[src/rtl/imem_access_arbiter.sv]
// Two-port access sequencer for a single-port instruction memory.
// Port 0 is instruction fetch and port 1 is the loader/debug port.
// Each access runs IDLE -> ACCESS -> DONE with round-robin arbitration,
// range and alignment checking, and write protection sampled at grant.
module imem_access_arbiter #(
  parameter int DATA_SIZE    = 32,
  parameter int ADDRESS_SIZE = 5
) (
  input  logic                 clk,
  input  logic                 rst_n,
  input  logic                 req0,
  input  logic                 we0,
  input  logic [31:0]          addr0,
  input  logic [DATA_SIZE-1:0] wdata0,
  output logic                 ack0,
  output logic                 err0,
  output logic [DATA_SIZE-1:0] rdata0,
  input  logic                 req1,
  input  logic                 we1,
  input  logic [31:0]          addr1,
  input  logic [DATA_SIZE-1:0] wdata1,
  output logic                 ack1,
  output logic                 err1,
  output logic [DATA_SIZE-1:0] rdata1,
  input  logic                 wp,
  output logic                 busy,
  output logic [31:0]          mem_address,
  output logic [DATA_SIZE-1:0] mem_data_in,
  output logic                 mem_write,
  input  logic [DATA_SIZE-1:0] mem_data_out
);

  typedef enum logic [1:0] {
    IDLE   = 2'd0,
    ACCESS = 2'd1,
    DONE   = 2'd2
  } state_t;

  state_t                 state;
  state_t                 state_nxt;

  // Port granted most recently; reset to 1 so port 0 wins the first tie.
  logic                   last_grant;

  // Access parameters captured at grant; stable through ACCESS and DONE.
  logic                   lat_id;
  logic                   lat_we;
  logic                   lat_err;
  logic [31:0]            lat_addr;
  logic [DATA_SIZE-1:0]   lat_wdata;

  // Grant decision for the current IDLE cycle.
  logic                   grant;
  logic                   grant_id;
  logic                   grant_we;
  logic                   grant_err;
  logic [31:0]            grant_addr;
  logic [DATA_SIZE-1:0]   grant_wdata;

  // Value a completing access returns on its rdata port.
  logic [DATA_SIZE-1:0]   rd_value;

  // Next-state, arbitration and error classification of the candidate access.
  always_comb begin
    // NOTE: every signal gets a default before the case so no path leaves it
    // unassigned; a missing default here would infer a latch.
    state_nxt = state;
    grant     = 1'b0;
    grant_id  = 1'b0;
    unique case (state)
      IDLE: begin
        if (req0 || req1) begin
          grant     = 1'b1;
          state_nxt = ACCESS;
          // On a tie the port that did not win last time goes first.
          if (req0 && req1) grant_id = ~last_grant;
          else              grant_id = req1;
        end
      end
      ACCESS:  state_nxt = DONE;
      DONE:    state_nxt = IDLE;
      default: state_nxt = IDLE;
    endcase

    grant_we    = grant_id ? we1    : we0;
    grant_addr  = grant_id ? addr1  : addr0;
    grant_wdata = grant_id ? wdata1 : wdata0;
    // Misaligned, beyond the memory depth, or a write while protected.
    grant_err   = (grant_addr[1:0] != 2'b00)
                || (grant_addr[31:ADDRESS_SIZE+2] != '0)
                || (grant_we && wp);
  end

  // State register and capture of the granted access.
  // NOTE: sequential state uses non-blocking assignments so every flop samples
  // pre-edge values regardless of statement order.
  always_ff @(posedge clk or negedge rst_n) begin
    if (!rst_n) begin
      state      <= IDLE;
      last_grant <= 1'b1;
      lat_id     <= 1'b0;
      lat_we     <= 1'b0;
      lat_err    <= 1'b0;
      lat_addr   <= '0;
      lat_wdata  <= '0;
    end else begin
      state <= state_nxt;
      if (grant) begin
        last_grant <= grant_id;
        lat_id     <= grant_id;
        lat_we     <= grant_we;
        lat_err    <= grant_err;
        lat_addr   <= grant_addr;
        lat_wdata  <= grant_wdata;
      end
    end
  end

  // Writes and errors complete with zero read data.
  assign rd_value = (lat_we || lat_err) ? '0 : mem_data_out;

  // Per-port read data, updated only on the edge that ends the winner's ACCESS.
  always_ff @(posedge clk or negedge rst_n) begin
    if (!rst_n) begin
      rdata0 <= '0;
      rdata1 <= '0;
    end else if (state == ACCESS) begin
      if (lat_id) rdata1 <= rd_value;
      else        rdata0 <= rd_value;
    end
  end

  // The latched address and data only change at grant, so the memory bus
  // holds its last values outside ACCESS. The write strobe decodes straight
  // from the state register so an asynchronous reset drops it immediately.
  assign mem_address = lat_addr;
  assign mem_data_in = lat_wdata;
  assign mem_write   = (state == ACCESS) && lat_we && !lat_err;

  assign busy = (state != IDLE);
  assign ack0 = (state == DONE) && !lat_id;
  assign ack1 = (state == DONE) &&  lat_id;
  assign err0 = ack0 && lat_err;
  assign err1 = ack1 && lat_err;

endmodule
[config.mk]
export PLATFORM = sky130hd
export DESIGN_NAME = imem_access_arbiter
export DESIGN_NICKNAME = d
export VERILOG_FILES = /design/src/rtl/imem_access_arbiter.sv
export SDC_FILE = /design/constraint.sdc
export NUM_CORES = 1
export LEC_CHECK = 0
export CORE_MARGIN = 2
export CORE_UTILIZATION = 40
export CTS_CLUSTER_SIZE = 40
export DETAILED_ROUTE_END_ITERATION = 10
export PLACE_DENSITY = 0.92
export SYNTH_ARGS = -nofsm -noshare
export SYNTH_HDL_FRONTEND = slang
export SYNTH_SLANG_ARGS = --single-unit
[constraint.sdc]
create_clock -name clk -period 1.95 [get_ports clk]
set_input_delay 0.585 -clock clk [delete_from_list [all_inputs] [get_ports clk]]
set_output_delay 0.585 -clock clk [all_outputs]
set_load 0.05 [all_outputs]
==> results by stage, run 1 <==
Detailed routing:
- The number of detailed-routing iterations run before antenna repair is 5.
- In the final routed layout, each cell accounts on average for 16.60 um.
- Using the TritonRoute via totals, the vias-per-cell ratio works out to 5.011.
- The violation count after the first detailed-routing iteration is 339.
- The number of remaining DRC errors is 0.
- The final antenna-violating net count is 0.
- The total via count in the routed design is 5,467.
- After detailed routing, the total wire length is 18,110 um.

Clock tree:
- The CTS tree is done.
- The total clock sinks is 134.
- The number of hold-repair buffers added at the cts stage is 0.
- The largest buffer count on any clock path is 2.
- The number of CTS-inserted buffers is 17.
- The later pin in the worst-skew pair is clocked with a latency of around 0.4 ns.
- The root buffer cell is sky130_fd_sc_hd__clkbuf_16.
- The clock-pin transition on the worst setup and hold timing paths is 0.05 ns.
- The number of H-tree levels is 4.

Die:
- The initial cell density of the core is 41.08%.
- The core region is 0.01388 sq mm.
- The initialized floorplan defines 43 standard-cell rows.
- The vertical extent of the die is ~120 um.
- The die covers between 0.015 and 0.02 sq mm.
- The die width is 123.4 um.
- In this run the count of I/O pins placed on the die edge is about 300.

Power and ir drop:
- The leakage power summed over all cells is 0.004617 uW.
- The proportion of power drawn by the clock network is 23.7%.
- The switching power total is 6419 uW.
- The maximum VDD drop is 0.0009963 V.
- The total internal power is between 8000 and 9000 uW.
- Combinational logic burns 49.3% of the power.
- The total chip power is between 10,000 and 15,000 uW.
- The fraction of power spent switching nets is between 40% and 50%.
- Power spread over the standard cell area amounts to 1529 mW/mm^2.
- Per report_power, the sequential group accounts for between 20% and 30% of the total.

Logic synthesis:
- The warning count from the yosys run is 0.
- A synthesized cell averages 10.04 sq um.
- The portion of the post-synthesis area used by sequential elements is roughly 60%.
- Sorting the synthesized cells by area gives the leading types as sky130_fd_sc_hd__dfrtp_1 58%, sky130_fd_sc_hd__mux2i_1 11%, sky130_fd_sc_hd__nand2_1 6.5%, sky130_fd_sc_hd__o21ai_0 5.8%, sky130_fd_sc_hd__a21oi_1 5.7%.
- The number of distinct library cells after synthesis is 25.
- The area of the mapped netlist is 0.005702 sq mm.
- The biggest area consumer among synthesized cells is sky130_fd_sc_hd__dfrtp_1.
- The register bit total from synthesis is 134.
- The top cell type's share of synthesized area is 58.37%.
- The count of mapped cells out of synthesis is 568.
- The number of nets produced by synthesis is 735.

STA:
- The number of max-slew violations in the final report came to 0.
- The total setup violations reported at the end of the flow is 5.
- The minimum clock period is 2.035 ns.
- Of the available clock period, the critical path in the final layout requires 104.3%.
- Setup repair after global routing could not meet its margin everywhere.
- After layout, the worst setup slack is -0.08461 ns.
- Measured against its own limit, the worst slew margin works out to between 60% and 70%.
- The slew at the pin with the worst max-slew slack is 0.4833 ns.
- Static timing analysis puts the maximum clock frequency at 491.5 MHz.
- The worst clock skew is 0.006516 ns.
- The total count of hold-check failures in the final report is 0.

Setup path:
- The maximum fanout encountered on the critical timing path is 3.
- Data on the critical path arrives at its endpoint at between 1 and 1.5 ns.
- The launch point of the worst reg-to-reg path is state[0].
- The cell at the slowest stage of the critical path is sky130_fd_sc_hd__dfrtp_1.
- The signal on the critical path passes through inv_2, nor3b_4, and2_4, buf_12.
- The critical path starts at lat_id.
- The worst setup slack for register-to-register paths is 0.25 ns.
- The worst setup path is launched from a flop.
- In this design, the stage delay of the slowest critical-path cell is 0.43 ns.
- The logic depth of the worst register-to-register path is 7.
- The endpoint identified for the worst register-to-register timing path is mem_address[9].
- STA classifies the critical path endpoint as an output pin.
- The critical path is of the flop to output pin type.
- The required time of the critical path is 1.36 ns.

Cells and area:
- The post-route netlist has 25.47% of its cells at a drive strength greater than 1.
- The final layout net count is roughly 1.1k.
- The most frequent standard cell in the layout excluding fill and tap cells is sky130_fd_sc_hd__clkdlybuf4s50_1.
- In the layout the commonest cells are 165 x sky130_fd_sc_hd__clkdlybuf4s50_1, 161 x sky130_fd_sc_hd__buf_4, 132 x sky130_fd_sc_hd__dfrtp_1.
- The area of all placed cells without fillers is 0.009748 sq mm.
- The area growth from synthesis to layout is 70.97%.
- 0 antenna diodes ended up in the layout.

Place:
- At the placement stage, the worst setup path has a slack of -0.3182 ns.
- The final weighted congestion in routability-driven placement is 0.9332.
- Once placement finished, the instance area stood at between 0.009 and 0.01 sq mm.
- The HPWL after detailed placement is 13,380 um.
- Buffers placed on the I/O ports in this run total 300.

Outcome:
- The run finished, with violations left.
- The final reports fail on negative setup slack.

GRT:
- The number of global-route vias before repair was 5,514.
- The combined global-route utilization of all metal layers is 24.06%.
- The first global-routing pass estimated around 28,000 um of wire.
- The number of antenna violations at the first check in global routing is 0.
- Entering global routing, the biggest net connects between 60 and 70 pins.
- The total overflow left after global routing is 0.

Min path:
- The kind of path behind the tightest hold check is input pin to asynchronous set/reset pin.

Job:
- The tool flagged a number of max-cap violations equal to 0.
-- cells in the mapped netlist --
| cell type | n |
|---|---|
| sky130_fd_sc_hd__and2_1 | 2 |
| sky130_fd_sc_hd__a21oi_1 | 65 |
| sky130_fd_sc_hd__dfrtp_1 | 133 |
| sky130_fd_sc_hd__nand3_1 | 3 |
| sky130_fd_sc_hd__buf_1 | 2 |
| sky130_fd_sc_hd__o21ai_0 | 66 |
| sky130_fd_sc_hd__buf_6 | 3 |
| sky130_fd_sc_hd__and2b_1 | 1 |
| sky130_fd_sc_hd__and3b_1 | 1 |
| sky130_fd_sc_hd__nor3_1 | 3 |
| sky130_fd_sc_hd__nand2_1 | 99 |
| sky130_fd_sc_hd__mux2i_1 | 65 |
| sky130_fd_sc_hd__o21a_1 | 1 |
| sky130_fd_sc_hd__inv_1 | 4 |
| sky130_fd_sc_hd__nor2_4 | 1 |
| sky130_fd_sc_hd__buf_4 | 5 |
| sky130_fd_sc_hd__buf_2 | 16 |
| sky130_fd_sc_hd__dfstp_2 | 1 |
| sky130_fd_sc_hd__nor2_1 | 67 |
| sky130_fd_sc_hd__nor2_2 | 1 |
| sky130_fd_sc_hd__clkbuf_1 | 11 |
| sky130_fd_sc_hd__nor3b_1 | 3 |
| sky130_fd_sc_hd__nor4_1 | 12 |
| sky130_fd_sc_hd__nand4_1 | 2 |
| sky130_fd_sc_hd__o221ai_1 | 1 |
-- power by group through the flow --
stage          Combinational [uW]  Sequential [uW]  Clock [uW]
4_1_cts                      7340             4030        3600
5_1_grt                      7710             4120        3720
3_5_place_dp                 7230             4040           0
6_report                     7350             4030        3530
2_1_floorplan                2090             6420           0
3_3_place_gp                 7110             4020           0
-- worst max path at each step --
| stage | endpoint | depth (start not counted) |
|---|---|---|
| finish | err1 | 4 |
| global route | err1 | 4 |
| CTS | mem_write | 3 |
| detailed placement | lat_err | 7 |
| global placement | lat_err | 6 |
| floorplan | err0 | 2 |
-- critical path, delay by kind of cell (launching register included) --
kind / cells / cell delay [ns]
flops: 1 / 0.43
simple gates: 2 / 0.40
buf+inv: 2 / 0.21
-- cells by family (layout without fill, tap and decap cells) --
group / Yosys count / count (layout) / share of synthesized area, %
AO/OA/AOI/OAI: 133 / 133 / 11.78
buffers and inverters: 41 / 384 / 3.774
flip-flops: 134 / 134 / 58.83
multiplexers: 65 / 65 / 11.41
AND/OR/NAND/NOR: 195 / 195 / 14.20
-- layer usage --
layer / GRT usage (%) / wire length [um] / part of all wire (%)
met1: 28.69 / 6934 / 38
met2: 40.69 / 9234 / 51
met3: 5.673 / 1349 / 7.4
met4: 11.93 / 592 / 3.3
met5: 0 / 0 / 0
-- sequential cells by signal (all words and copies together), names as in the netlist --
name / cells
lat_id: 1
state: 2
lat_err: 1
lat_we: 1
rdata1: 32
rdata0: 32
mem_data_in: 32
last_grant: 1
mem_address: 32
-- cell type report --
class                           count  area (sq um)
Fill cell                         974          4133
Sequential cell                   134          3356
Timing Repair Buffer              349          3303
Multi-Input combinational cell    393          2195
Clock buffer                       19         452.9
Tap cell                          180         225.2
Clock inverter                     12         201.4
Inverter                            4         15.01
-- metrics by stage --
stage	TNS, ns	instances	hold WS [ns]	util, %
after floorplan	-0.01567	568	0.2894	-
after global placement	-1.748	1054	0.4624	65.04
after detailed placement	-3.068	1054	0.4709	65.04
after CTS	-0.2919	1089	0.06919	69.99
after global routing	-0.6236	1091	0.08086	70.23
final	-0.2869	1091	0.07134	70.23
-- what timing repair did --
action,in CTS,in global routing
pin swaps,1,0
setup buffers,4,2
setup endpoints to repair,6,7
endpoints found under the hold margin,0,0
resized for setup,4,4
Note: power is estimated with default switching activity, not from simulation.
==> inputs of run 2 (changes only) <==
--- a/config.mk
+++ b/config.mk
@@ -7,7 +7,6 @@
 export LEC_CHECK = 0
 export CORE_MARGIN = 2
 export CORE_UTILIZATION = 40
-export CTS_CLUSTER_SIZE = 40
 export DETAILED_ROUTE_END_ITERATION = 10
 export PLACE_DENSITY = 0.92
 export SYNTH_ARGS = -nofsm -noshare
==> results of run 2 <==
Final layout, timing and power as in run 1 (identical DEF).
==> inputs of run 3 (changes only) <==
--- a/config.mk
+++ b/config.mk
@@ -9,6 +9,7 @@
 export CORE_UTILIZATION = 40
 export DETAILED_ROUTE_END_ITERATION = 10
 export PLACE_DENSITY = 0.92
+export SKIP_LAST_GASP = 1
 export SYNTH_ARGS = -nofsm -noshare
 export SYNTH_HDL_FRONTEND = slang
 export SYNTH_SLANG_ARGS = --single-unit
==> run 3 against run 2 <==
- clock skew about the same
- via count about the same
- design area barely moved
- wire length about the same
- the run still ends with negative setup slack left
- clock-buffer cell count did not move
- clock power about the same
==> results by stage, run 3 (synthesis results as in run 1) <==
Setup path:
- The cell count along the critical path was 4 (unchanged).
- The longest individual stage delay on the worst path is 0.43 ns (about the same).
- The data arrival time of the worst path is 1.45 ns (about the same).
- The cell at the slowest stage of the critical path is sky130_fd_sc_hd__dfrtp_1 (unchanged).
- The buffer and inverter count on the worst path came to 2 (unchanged).
- The launch point of the worst reg-to-reg path is state[0] (unchanged).
- Critical path, cell by cell: inv_2, nor3b_4, and2_4, buf_12 (unchanged).
- The sort of element at the start of the critical path is a flop (unchanged).
- The first element of the critical path is lat_id (unchanged).
- The logic depth of the worst register-to-register path is 7 (unchanged).
- The cell type group with the largest total delay on the critical path is flip-flops (unchanged).
- The category of the most critical setup path is flop to output pin (unchanged).
- The maximum fanout encountered on the critical timing path was 3 (unchanged).
- The required time of the critical path is 1.36 ns (about the same).
- The capturing element type of the critical path is an output pin (unchanged).

Detailed routing:
- The final antenna-violating net count is 0 (unchanged).
- The number of remaining DRC errors came to 0 (unchanged).
- The post-detailed-route wirelength per cell is 16.60 um (about the same).
- The total routed wirelength came to 18,110 um (about the same).
- The total via count in the routed design is 5,466 (was 5,467).
- The number of detailed-routing iterations run before antenna repair is 5 (unchanged).
- The violation count after the first detailed-routing iteration is 339 (unchanged).
- The via-per-instance ratio is 5.010 (was 5.011).

GRT:
- The maximum number of pins on one net before global-route repair was 65 (unchanged).
- The number of antenna violations at the first check in global routing is 0 (unchanged).
- The first-pass GRT wire length was 27,770 um (unchanged).
- The combined global-route utilization of all metal layers is 24.06% (unchanged).
- The total congestion overflow after global routing was 0 (unchanged).
- The number of global-route vias before repair came to 5,514 (unchanged).

Cells and area:
- The count of inserted antenna diode cells is 0 (unchanged).
- The layout cell share with drive strength beyond 1 is 25.47% (unchanged).
- The most frequent standard cell in the layout excluding fill and tap cells is sky130_fd_sc_hd__clkdlybuf4s50_1 (unchanged).
- The final layout net count is 1,066 (unchanged).
- The non-filler instance count after layout is 1,091 (unchanged).
- Most frequent cells in the layout: 165 x sky130_fd_sc_hd__clkdlybuf4s50_1, 161 x sky130_fd_sc_hd__buf_4, 132 x sky130_fd_sc_hd__dfrtp_1 (unchanged).
- The area growth from synthesis to layout is 70.95% (was 70.97%).

Job:
- The count of max-cap constraint violations was 0 (unchanged).

Outcome:
- Violations in the final reports: negative setup slack (unchanged).
- Run status: complete, but fails checks (unchanged).

Clock tree:
- The largest buffer count on any clock path is 2 (unchanged).
- The clock-pin transition on the worst setup and hold timing paths is 0.05 ns (about the same).
- The root buffer cell is sky130_fd_sc_hd__clkbuf_16 (unchanged).
- The number of H-tree levels is 4 (unchanged).
- The clock latency reported for the late side of the worst-skew pair is 0.41 ns (about the same).
- The number of hold-repair buffers added at the cts stage was 0 (unchanged).
- The CTS tree is done (unchanged).
- The number of CTS-inserted buffers was 17 (unchanged).
- The total clock sinks is 134 (unchanged).

Place:
- The post-DP HPWL was 13,380 um (unchanged).
- The count of input and output buffers is 300 (unchanged).
- The final weighted congestion in routability-driven placement came to 0.9332 (unchanged).
- The number of cells after detailed placement is 1,054 (unchanged).

Power and ir drop:
- The maximum VDD drop came to 0.0009962 V (was 0.0009963 V).
- The areal power density over the cells is 1528 mW/mm^2 (was 1529 mW/mm^2).
- The leakage power summed over all cells is 0.004616 uW (was 0.004617 uW).

Die:
- The number of placement rows came to 43 (unchanged).
- The floorplan die area is 0.01523 sq mm (unchanged).
- The core box area came to 0.01388 sq mm (unchanged).
- The initial cell density of the core was 41.08% (unchanged).
- The I/O pin count is 301 (unchanged).
- The vertical extent of the die is 123.4 um (unchanged).
- The die width is 123.4 um (unchanged).

Min path:
- The kind of path behind the tightest hold check is input pin to asynchronous set/reset pin (unchanged).

STA:
- The maximum frequency from static timing analysis was 491.5 MHz (about the same).
- The slew at the pin with the worst max-slew slack was 0.4833 ns (unchanged).
- Unrepaired setup endpoints after global routing: true (unchanged).
- The total negative slack for setup checks is -0.2990 ns (was -0.2869 ns).
- The total count of hold-check failures in the final report is 0 (unchanged).
- The worst clock skew is 0.006516 ns (about the same).
- The fraction of the cycle the final worst path needs is 104.3% (about the same).
- The number of max-slew violations in the final report came to 0 (unchanged).
- The minimum clock period was 2.035 ns (about the same).
- The slack of the critical path came to -0.08454 ns (was -0.08461 ns).
- The total setup violations reported at the end of the flow came to 5 (unchanged).
- The max-slew headroom at the worst pin came to 67.48% (unchanged).
==> run 3: cell count changes in the layout (fill, tap and decap cells not counted) <==
cell                     change
sky130_fd_sc_hd__and2_2      +1
sky130_fd_sc_hd__and2_4      -1
==> run 3: where the power goes <==
group	leakage, uW	internal, uW	switching [uW]
sequential	0.00166	3550	477
combinational	0.00264	2600	4740
clock	0.000315	2330	1200
==> run 3: path summary, 6_finish.rpt <==
kind / slack [ns] / endpoint
setup / recovery: -0.08 / err1
hold / removal: 0.07 / mem_address[23]
setup reg to reg: 0.25 / mem_address[9]
hold reg to reg: 0.48 / rdata1[11]
max in group asynchronous: 1.27 / rdata0[11]
min in group clk: 0.48 / rdata1[11]
==> run 3: what timing repair did <==
item / in CTS / in global routing
gates cloned: 0 / 0
gates resized for setup: 3 / 4
setup endpoints to repair: 6 / 7
setup buffers: 4 / 2
pin swaps: 1 / 0
==> run 3: through the flow <==
step / utilization (%) / instance area, sq um / total power (uW) / hold slack (ns) / setup WS [ns]
after global routing: 70.22 / 9747 / 15550 / 0.08086 / -0.1751
after floorplan: - / 5728 / 8507 / 0.2894 / -0.01567
after CTS: 69.98 / 9714 / 14960 / 0.06919 / -0.07623
after global placement: 65.04 / 9027 / 11120 / 0.4624 / -0.2263
after detailed placement: 65.04 / 9027 / 11280 / 0.4709 / -0.3182
final: 70.22 / 9747 / 14900 / 0.07147 / -0.08454
==> run 3: final cells by class <==
cell class | count | area, sq um
Clock buffer | 19 | 452.9
Clock inverter | 12 | 201.4
Fill cell | 975 | 4134
Inverter | 4 | 15.01
Multi-Input combinational cell | 393 | 2193
Sequential cell | 134 | 3356
Tap cell | 180 | 225.2
Timing Repair Buffer | 349 | 3303
==> run 3: routing by layer <==
| metal | up-vias | track usage, % | share of wire, % | wire, um |
|---|---|---|---|---|
| met2 | 236 | 40.69 | 51 | 9232 |
| met5 | - | 0 | 0 | 0 |
| met3 | 44 | 5.673 | 7.4 | 1337 |
| li1 | 2607 | - | - | - |
| met4 | 0 | 11.93 | 3.3 | 592 |
| met1 | 2579 | 28.69 | 38 | 6951 |
==> run 3: worst register-to-register path, stage by stage (launching register included) <==
cell and delay [ns]:
sky130_fd_sc_hd__dfrtp_2 0.45, sky130_fd_sc_hd__nor2_2 0.23, sky130_fd_sc_hd__inv_1 0.15, sky130_fd_sc_hd__nor2_4 0.20, sky130_fd_sc_hd__buf_12 0.20, sky130_fd_sc_hd__buf_12 0.16, sky130_fd_sc_hd__nor2_1 0.07, sky130_fd_sc_hd__a21oi_1 0.16
